$ cat src/rtl/zoom_ctrl_pkg.sv
// Shared definitions for the zoom command sequencer: FSM encoding,
// algorithm select values and the zoom-level width.
package zoom_ctrl_pkg;

  localparam int ZOOM_W = 3;

  localparam logic ALG_NEAREST = 1'b0;
  localparam logic ALG_SMOOTH  = 1'b1;

  typedef enum logic [1:0] {
    IDLE  = 2'd0,
    ISSUE = 2'd1,
    WAIT  = 2'd2
  } state_t;

endpackage

$ cat src/rtl/zoom_ctrl_edge_rise.sv
// Rising-edge detector for one debounced button level: one history register
// plus a registered single-cycle press pulse.
module edge_rise (
  input  logic CLK,
  input  logic RESET,
  input  logic level,
  output logic rise
);

  logic level_q;

  always_ff @(posedge CLK or posedge RESET) begin
    if (RESET) begin
      level_q <= 1'b0;
      rise    <= 1'b0;
    end else begin
      level_q <= level;
      rise    <= level & ~level_q;
    end
  end

endmodule

$ cat src/rtl/zoom_ctrl.sv
// Zoom command sequencer: turns button presses into saturating zoom/algorithm
// changes and hands each one to the datapath with a start/done handshake.
module zoom_ctrl
  import zoom_ctrl_pkg::*;
#(
  parameter int MAX_IN  = 2,
  parameter int MAX_OUT = 2,
  parameter int TIMEOUT = 50_000_000
) (
  input  logic                     CLK,
  input  logic                     RESET,
  input  logic                     btn_in,
  input  logic                     btn_out,
  input  logic                     btn_mode,
  input  logic                     done,
  output logic signed [ZOOM_W-1:0] zoom_level,
  output logic                     alg_sel,
  output logic                     start,
  output logic                     busy,
  output logic                     err
);

  localparam int CNT_W = (TIMEOUT > 1) ? $clog2(TIMEOUT) : 1;
  localparam logic [CNT_W-1:0] CNT_LAST = CNT_W'(TIMEOUT - 1);
  localparam logic signed [ZOOM_W-1:0] LVL_HI = ZOOM_W'(MAX_IN);
  localparam logic signed [ZOOM_W-1:0] LVL_LO = ZOOM_W'(-MAX_OUT);

  function automatic logic at_ceiling(input logic signed [ZOOM_W-1:0] lvl);
    return lvl >= LVL_HI;
  endfunction

  function automatic logic at_floor(input logic signed [ZOOM_W-1:0] lvl);
    return lvl <= LVL_LO;
  endfunction

  state_t state, state_nxt;

  logic ev_in, ev_out, ev_mode;
  logic p_in, p_out, p_mode;
  logic clr_in, clr_out, clr_mode;
  logic take_in, take_out, take_mode;
  logic timeout;
  logic [CNT_W-1:0] cnt;
  logic signed [ZOOM_W-1:0] saved_level;
  logic saved_alg;

  edge_rise u_edge_in   (.CLK(CLK), .RESET(RESET), .level(btn_in),   .rise(ev_in));
  edge_rise u_edge_out  (.CLK(CLK), .RESET(RESET), .level(btn_out),  .rise(ev_out));
  edge_rise u_edge_mode (.CLK(CLK), .RESET(RESET), .level(btn_mode), .rise(ev_mode));

  always_ff @(posedge CLK or posedge RESET) begin
    if (RESET) state <= IDLE;
    else       state <= state_nxt;
  end

  // A saturated request is cleared but not taken; the FSM stays in IDLE so the
  // next pending bit is served on the following cycle.
  always_comb begin
    state_nxt = state;
    clr_in    = 1'b0;
    clr_out   = 1'b0;
    clr_mode  = 1'b0;
    take_in   = 1'b0;
    take_out  = 1'b0;
    take_mode = 1'b0;
    timeout   = 1'b0;
    case (state)
      IDLE: begin
        if (p_out) begin
          clr_out = 1'b1;
          if (!at_floor(zoom_level)) begin
            take_out  = 1'b1;
            state_nxt = ISSUE;
          end
        end else if (p_in) begin
          clr_in = 1'b1;
          if (!at_ceiling(zoom_level)) begin
            take_in   = 1'b1;
            state_nxt = ISSUE;
          end
        end else if (p_mode) begin
          clr_mode  = 1'b1;
          take_mode = 1'b1;
          state_nxt = ISSUE;
        end
      end
      ISSUE: state_nxt = WAIT;
      WAIT: begin
        if (done) begin
          state_nxt = IDLE;
        end else if (cnt == CNT_LAST) begin
          timeout   = 1'b1;
          state_nxt = IDLE;
        end
      end
      default: state_nxt = IDLE;
    endcase
  end

  always_comb begin
    start = (state == ISSUE);
    busy  = (state == ISSUE) || (state == WAIT);
  end

  // A new press arriving in the same cycle its bit is cleared keeps it set.
  always_ff @(posedge CLK or posedge RESET) begin
    if (RESET) begin
      p_in        <= 1'b0;
      p_out       <= 1'b0;
      p_mode      <= 1'b0;
      zoom_level  <= '0;
      alg_sel     <= ALG_NEAREST;
      saved_level <= '0;
      saved_alg   <= ALG_NEAREST;
      err         <= 1'b0;
      cnt         <= '0;
    end else begin
      p_in   <= (p_in   & ~clr_in)   | ev_in;
      p_out  <= (p_out  & ~clr_out)  | ev_out;
      p_mode <= (p_mode & ~clr_mode) | ev_mode;

      if (take_in || take_out || take_mode) begin
        saved_level <= zoom_level;
        saved_alg   <= alg_sel;
      end

      if (take_in)       zoom_level <= zoom_level + ZOOM_W'(1);
      else if (take_out) zoom_level <= zoom_level - ZOOM_W'(1);
      else if (timeout)  zoom_level <= saved_level;

      if (take_mode)    alg_sel <= (alg_sel == ALG_SMOOTH) ? ALG_NEAREST : ALG_SMOOTH;
      else if (timeout) alg_sel <= saved_alg;

      if (timeout)                     err <= 1'b1;
      else if (state == WAIT && done)  err <= 1'b0;

      if (state == ISSUE)     cnt <= '0;
      else if (state == WAIT) cnt <= cnt + CNT_W'(1);
    end
  end

endmodule

$ cat config.mk
export PLATFORM = sky130hd
export DESIGN_NAME = zoom_ctrl
export DESIGN_NICKNAME = d
export VERILOG_FILES = /design/src/rtl/zoom_ctrl_pkg.sv /design/src/rtl/zoom_ctrl_edge_rise.sv /design/src/rtl/zoom_ctrl.sv
export SDC_FILE = /design/constraint.sdc
export NUM_CORES = 1
export LEC_CHECK = 0
export CAP_MARGIN = 20
export CORE_ASPECT_RATIO = 1.25
export CORE_MARGIN = 2
export CORE_UTILIZATION = 40
export CTS_CLUSTER_SIZE = 14
export DETAILED_ROUTE_END_ITERATION = 8
export PLACE_DENSITY = 0.57
export SLEW_MARGIN = 20
export SYNTH_ARGS = -nofsm -noshare
export SYNTH_HDL_FRONTEND = slang
export SYNTH_SLANG_ARGS = --single-unit
$ cat constraint.sdc
create_clock -name CLK -period 2.1 [get_ports CLK]
set_input_delay 0.42 -clock CLK [delete_from_list [all_inputs] [get_ports CLK]]
set_output_delay 0.42 -clock CLK [all_outputs]
set_load 0.03 [all_outputs]
# Yosys cells after proc, flatten, opt, wreduce, memory -nomap -nowiden
# Index checks and enable logic that the tools add are counted.
# word_totals
reg_bits	46
output_inout_bits	7
elab_cells	90
# op_classes
addsub	3
magnitude_cmp	2
eq_ne	7
mux	37
n_bitwise	15
n_reduce_logical	10
# op_table
operator	n
$mux W26	2
$add A26 B1 Y26 const B	1
$eq A26 B26 Y1 const B	1
$mux W1	24
$mux W2	7
$mux W3	3
$ne A4 B4 Y1 const B	2
$and A1 B1 Y1	6
$ne A3 B3 Y1 const B	2
$not A1 Y1	6
$pmux W2 S3	1
$reduce_bool A2 Y1	3
$reduce_and A4 Y1	1
$add A3 B2 Y3 const B	1
$ge A3 B3 Y1 const B	1
$le A3 B2 Y1 const B	1
$logic_or A1 B1 Y1	3
$or A1 B1 Y1	3
$reduce_bool A3 Y1	1
$sub A3 B2 Y3 const B	1
$eq A2 B1 Y1 const B	1
$eq A2 B2 Y1 const B	1
$logic_not A2 Y1	1
$logic_and A1 B1 Y1	1

# Depth between registers and ports, before layout
# depth
depth_word	7
depth_mapped	8
depth_no_buf	7

# Modules after synthesis
# A second synthesis with hierarchy kept.
# hier_totals
cells_unflattened	231
hier_area_um2	2368.5
# by_module_without_submodules
module	n_inst	cells_each	area_each_um2	seq_area_each_um2
zoom_ctrl	1	219	2165.8	1001.0
edge_rise	3	4	67.6	50.0

# Worst setup path after synthesis
# No wires, ideal clock.
# synth_timing
path_type	flip-flop to flip-flop
startpoint	reg state[0]
endpoint	reg cnt[15]
arrival_ns	2.077
required_time_ns	1.968
setup_slack_ns	-0.109
stages_incl_launch_ff	9
path_buffers	1
cell_sequence	dfrtp_1 inv_1 ha_1 clkbuf_1 nand3_1 or3_1 nor4_1 xnor2_1 nor2_1
# synth_via
elab_chain_cells	2
# synth_lines
element	line	source
start: declaration	zoom_ctrl.sv:36	state_t state, state_nxt;
start signal: assignment	zoom_ctrl.sv:53	else state <= state_nxt;
$eq A2 B1 Y1 / $eq A2 B2 Y1 (equally long branches)	zoom_ctrl.sv:137, zoom_ctrl.sv:138	
$mux W26 / $reduce_bool A2 Y1 (equally long branches)	--	
end signal: assignment	zoom_ctrl.sv:138	else if (state == WAIT) cnt <= cnt + CNT_W'(1);
end: declaration	zoom_ctrl.sv:43	logic [CNT_W-1:0] cnt;
# Parallel ways exist; a longest one is shown, timed or not.
# A chain may end at the register's enable or synchronous reset.

# Worst setup path in the final report
# layout_timing
startpoint	reg cnt[8]
endpoint	reg zoom_level[0]
# layout_via
elab_chain_cells	5
# layout_lines
element	line	source
$eq A26 B26 Y1	zoom_ctrl.sv:91	end else if (cnt == CNT_LAST) begin
$mux W1	zoom_ctrl.sv:91	
$mux W1	zoom_ctrl.sv:89	if (done) begin
$mux W1	zoom_ctrl.sv:67	case (state)
$reduce_bool A3 Y1 (no source line)	--	
end signal: assignment	zoom_ctrl.sv:127	if (take_in) zoom_level <= zoom_level + ZOOM_W'(1);
end signal: assignment	zoom_ctrl.sv:128	else if (take_out) zoom_level <= zoom_level - ZOOM_W'(1);
end signal: assignment	zoom_ctrl.sv:129	else if (timeout) zoom_level <= saved_level;
end: declaration	zoom_ctrl.sv:16	output logic signed [ZOOM_W-1:0] zoom_level,
# No other way between the ends.

==> results.toml <==
[sta]
max_slew_margin = 0.694
fin_crit_ns = 2.06
slew_viol_final = 0
finalSetupViolations = 0
fin_hold_ws_ns = 0.346
worst_slew_pin_slew_ns = 0.455
rsz0062_at_grt = "yes"
final_hold_viol_count = 0
setup_slack_ns = 0.0363
max_freq_ghz = 0.485
fin_worst_skew_ns = 0.00667
finalCritPeriodShare = 0.983

[routing]
top_layer = "met4"
m1WireLength_mm = 2.05
num_vias = 1826
first_pass_iters = 4
finalWirelength_mm = 4.74
wl_met2_mm = 2.51
viasPerCell = 5.37
wl_per_cell_um = 13.9
met3_length_um = 84
drt-initial-drc-count = 55
route.detailed.drc = 0
ant_nets = 0

[logic_synthesis]
yosys.area.top_type = "dfrtp_1"
synth_cell_types = 44
synth_top_cell_area_share = 0.491
netlist_instances = 233
synth_area_leaders = "dfrtp_1 49%, xor2_1 5.2%, nor2_1 5.1%, ha_1 4.3%, nand2_1 2.6%"
syn_area_per_cell_um2 = 10.1
syn_nets = 247
synth-warning-count = 0
synthesis.area_um2 = 2350
ys_ff_latch = 46
synth-seq-area-share = 0.491

[global_routing]
grt_pass1_vias = 1830
grt_pass1_wl_mm = 8.27
antenna_found_initial = 0
grt_overflow = 0
grt_usage = 0.164
grt_max_degree = 38

[power_and_ir_drop]
pwr-share-clk = 0.196
seq_power_share = 0.362
p_switching_w = 0.00123
ir_drop_mv = 0.389
p_leak_nw = 1.27
internal-power_w = 0.00215
switching_share = 0.365
pwr_density_cell_nw_per_um2 = 1180
comb_power_share = 0.442
total_power_w = 0.00338

[floorplan]
start_util = 0.409
ios = 13
fp.dieW_um = 72.5
core_area_um2 = 5740
die_area_um2 = 6500
fp.dieH_um = 89.6
rows = 31

[setup_path]
crit_type = "flop to flop"
worstPathArrival_ns = 2.25
start_kind = "flop"
critPathRequiredTime_ns = 2.29
critPathMaxFanout = 4
endpoint_kind = "flop"

[clock_tree]
tritoncts = "yes"
clock_latency_ns = 0.30
cts_buffers = 5
clk_pin_slew_worst_paths_ns = 0.08
htreeDepth = 2
post_cts_buffers = 0
cts_sinks = 46
cts_buffer_depth = 2
cts_root_buf = "clkbuf_8"

[layout]
antenna_cells = 0
fillers = 569
fin_nets = 288
syn_to_final_growth_pct = 22.1
drive_above_1_share = 0.172

[run_status]
status = "complete, no violations"

[placed_design]
hpwl_mm = 3.67
port_buffers = 12
gp_congestion = 0.783
post-place-ws_ns = -0.260

[run]
cap_violations = 0

[hold_path]
holdCritPathClass = "input port to async pin"
## worst max-delay path, cell delays in order (launching register included)
cell and delay, ns:
dfrtp_1 0.39, or4b_4 0.55, nor4_4 0.28, nand4_1 0.23, and3_1 0.25, a311o_1 0.26
## power by group through the flow
stage / Sequential, W / Combinational (W) / Clock [W]
after floorplan: 0.00130 / 0.000904 / 0
after global placement: 0.00123 / 0.00151 / 0
after detailed placement: 0.00124 / 0.00154 / 0
after CTS: 0.00123 / 0.00152 / 0.000694
after global routing: 0.00125 / 0.00166 / 0.000730
final: 0.00122 / 0.00150 / 0.000663
## final cells by class
type	count	area [um2]	share of cell area
inverter	8	30.0	0.0105
sequential	46	1150	0.402
clock inverter	1	30.0	0.0105
multi-input combinational	176	1170	0.408
tap	66	82.6	0.0288
timing repair buffer	37	318	0.111
clock buffer	6	82.6	0.0288
## per-stage QoR
step | util | instances | TNS, ns | cell area [um2]
after floorplan | - | 233 | 0 | 2350
after global placement | 0.477 | 333 | -0.492 | 2740
after detailed placement | 0.477 | 333 | -0.682 | 2740
after CTS | 0.497 | 340 | 0 | 2850
after global routing | 0.499 | 340 | -0.116 | 2860
final | 0.499 | 340 | 0 | 2860
## routing by layer
layer  up-vias  global-route usage
met1       897               0.190
met5         -                   0
met2        17               0.304
met3         7              0.0268
li1        905                   -
met4         0              0.0640
## sequential cells by signal, summed over array words and instances (netlist names)
signal,count
cnt,26
saved_level,3
zoom_level,3
state,2
alg_sel,1
err,1
p_in,1
p_mode,1
p_out,1
saved_alg,1
u_edge_in.level_q,1
u_edge_in.rise,1
u_edge_mode.level_q,1
u_edge_mode.rise,1
u_edge_out.level_q,1
u_edge_out.rise,1
## final timing paths
check / start / to / slack, ns / depth (start not counted)
hold / removal: RESET / u_edge_in.level_q / 0.35 / 2
hold reg to reg: u_edge_in.level_q / u_edge_in.rise / 0.40 / 1
max in group asynchronous: RESET / cnt[13] / 1.29 / 3
setup / recovery: cnt[8] / zoom_level[0] / 0.04 / 5
setup reg to reg: cnt[8] / zoom_level[0] / 0.04 / 5
min in group CLK: u_edge_in.level_q / u_edge_in.rise / 0.40 / 1
## repair_timing
| action | in CTS | in global routing |
|---|---|---|
| endpoints found under the setup margin | 5 | 3 |
| hold buffers | 0 | 0 |
| resized for setup | 3 | 3 |
| pin swaps | 2 | 7 |
## cell usage after synthesis
library cell and n:
nand2_1 16, a311o_1 2, a22o_1 1, or4_1 1, mux2_1 2, xnor2_1 6
o2bb2ai_1 1, nor4_2 2, and2_1 4, nor3_2 1, or4b_4 1, nor2b_1 5
clkbuf_1 3, nor3b_1 1, o21ai_0 9, nand3b_1 2, nand4_1 9, a211oi_1 2
mux2i_1 1, o21a_1 1, a31oi_1 2, nand2b_1 5, mux2_2 4, o31ai_1 1
nor4bb_1 1, dfrtp_1 46, nand3_2 1, nand3_1 11, a21boi_0 1, o221a_2 1
ha_1 8, nor3_1 3, xor2_1 14, or4b_1 1, and4_1 2, a21oi_1 7
and3_1 4, or2b_2 1, a21o_1 2, o22a_1 1, nor2_1 32, inv_1 8
nor4_1 4, or3_1 3
## logic make-up (layout without fill, tap and decap cells)
group | after synthesis | count (layout) | synth area share
compound gates | 31 | 31 | 0.0864
xor+xnor | 20 | 20 | 0.0747
fa+ha+maj | 8 | 8 | 0.0427
buf+inv | 11 | 52 | 0.0176
flops | 46 | 46 | 0.491
mux | 7 | 7 | 0.0331
simple gates | 110 | 110 | 0.255
## cells in the final DEF, fill, tap and decap left out, types with 5 or more instances in the layout
cell	synthesis	routed
clkbuf_8	0	6
nor2_1	32	32
inv_1	8	6
nor2b_1	5	5
nand3_1	11	11
dfrtp_1	46	46
nand2_1	16	16
buf_4	0	24
clkdlybuf4s50_1	0	10
o21ai_0	9	9
ha_1	8	6
nand4_1	9	9
xnor2_1	6	6
a21oi_1	7	7
xor2_1	14	14
nand2b_1	5	5
No activity file was read; power rests on OpenSTA's default activity.
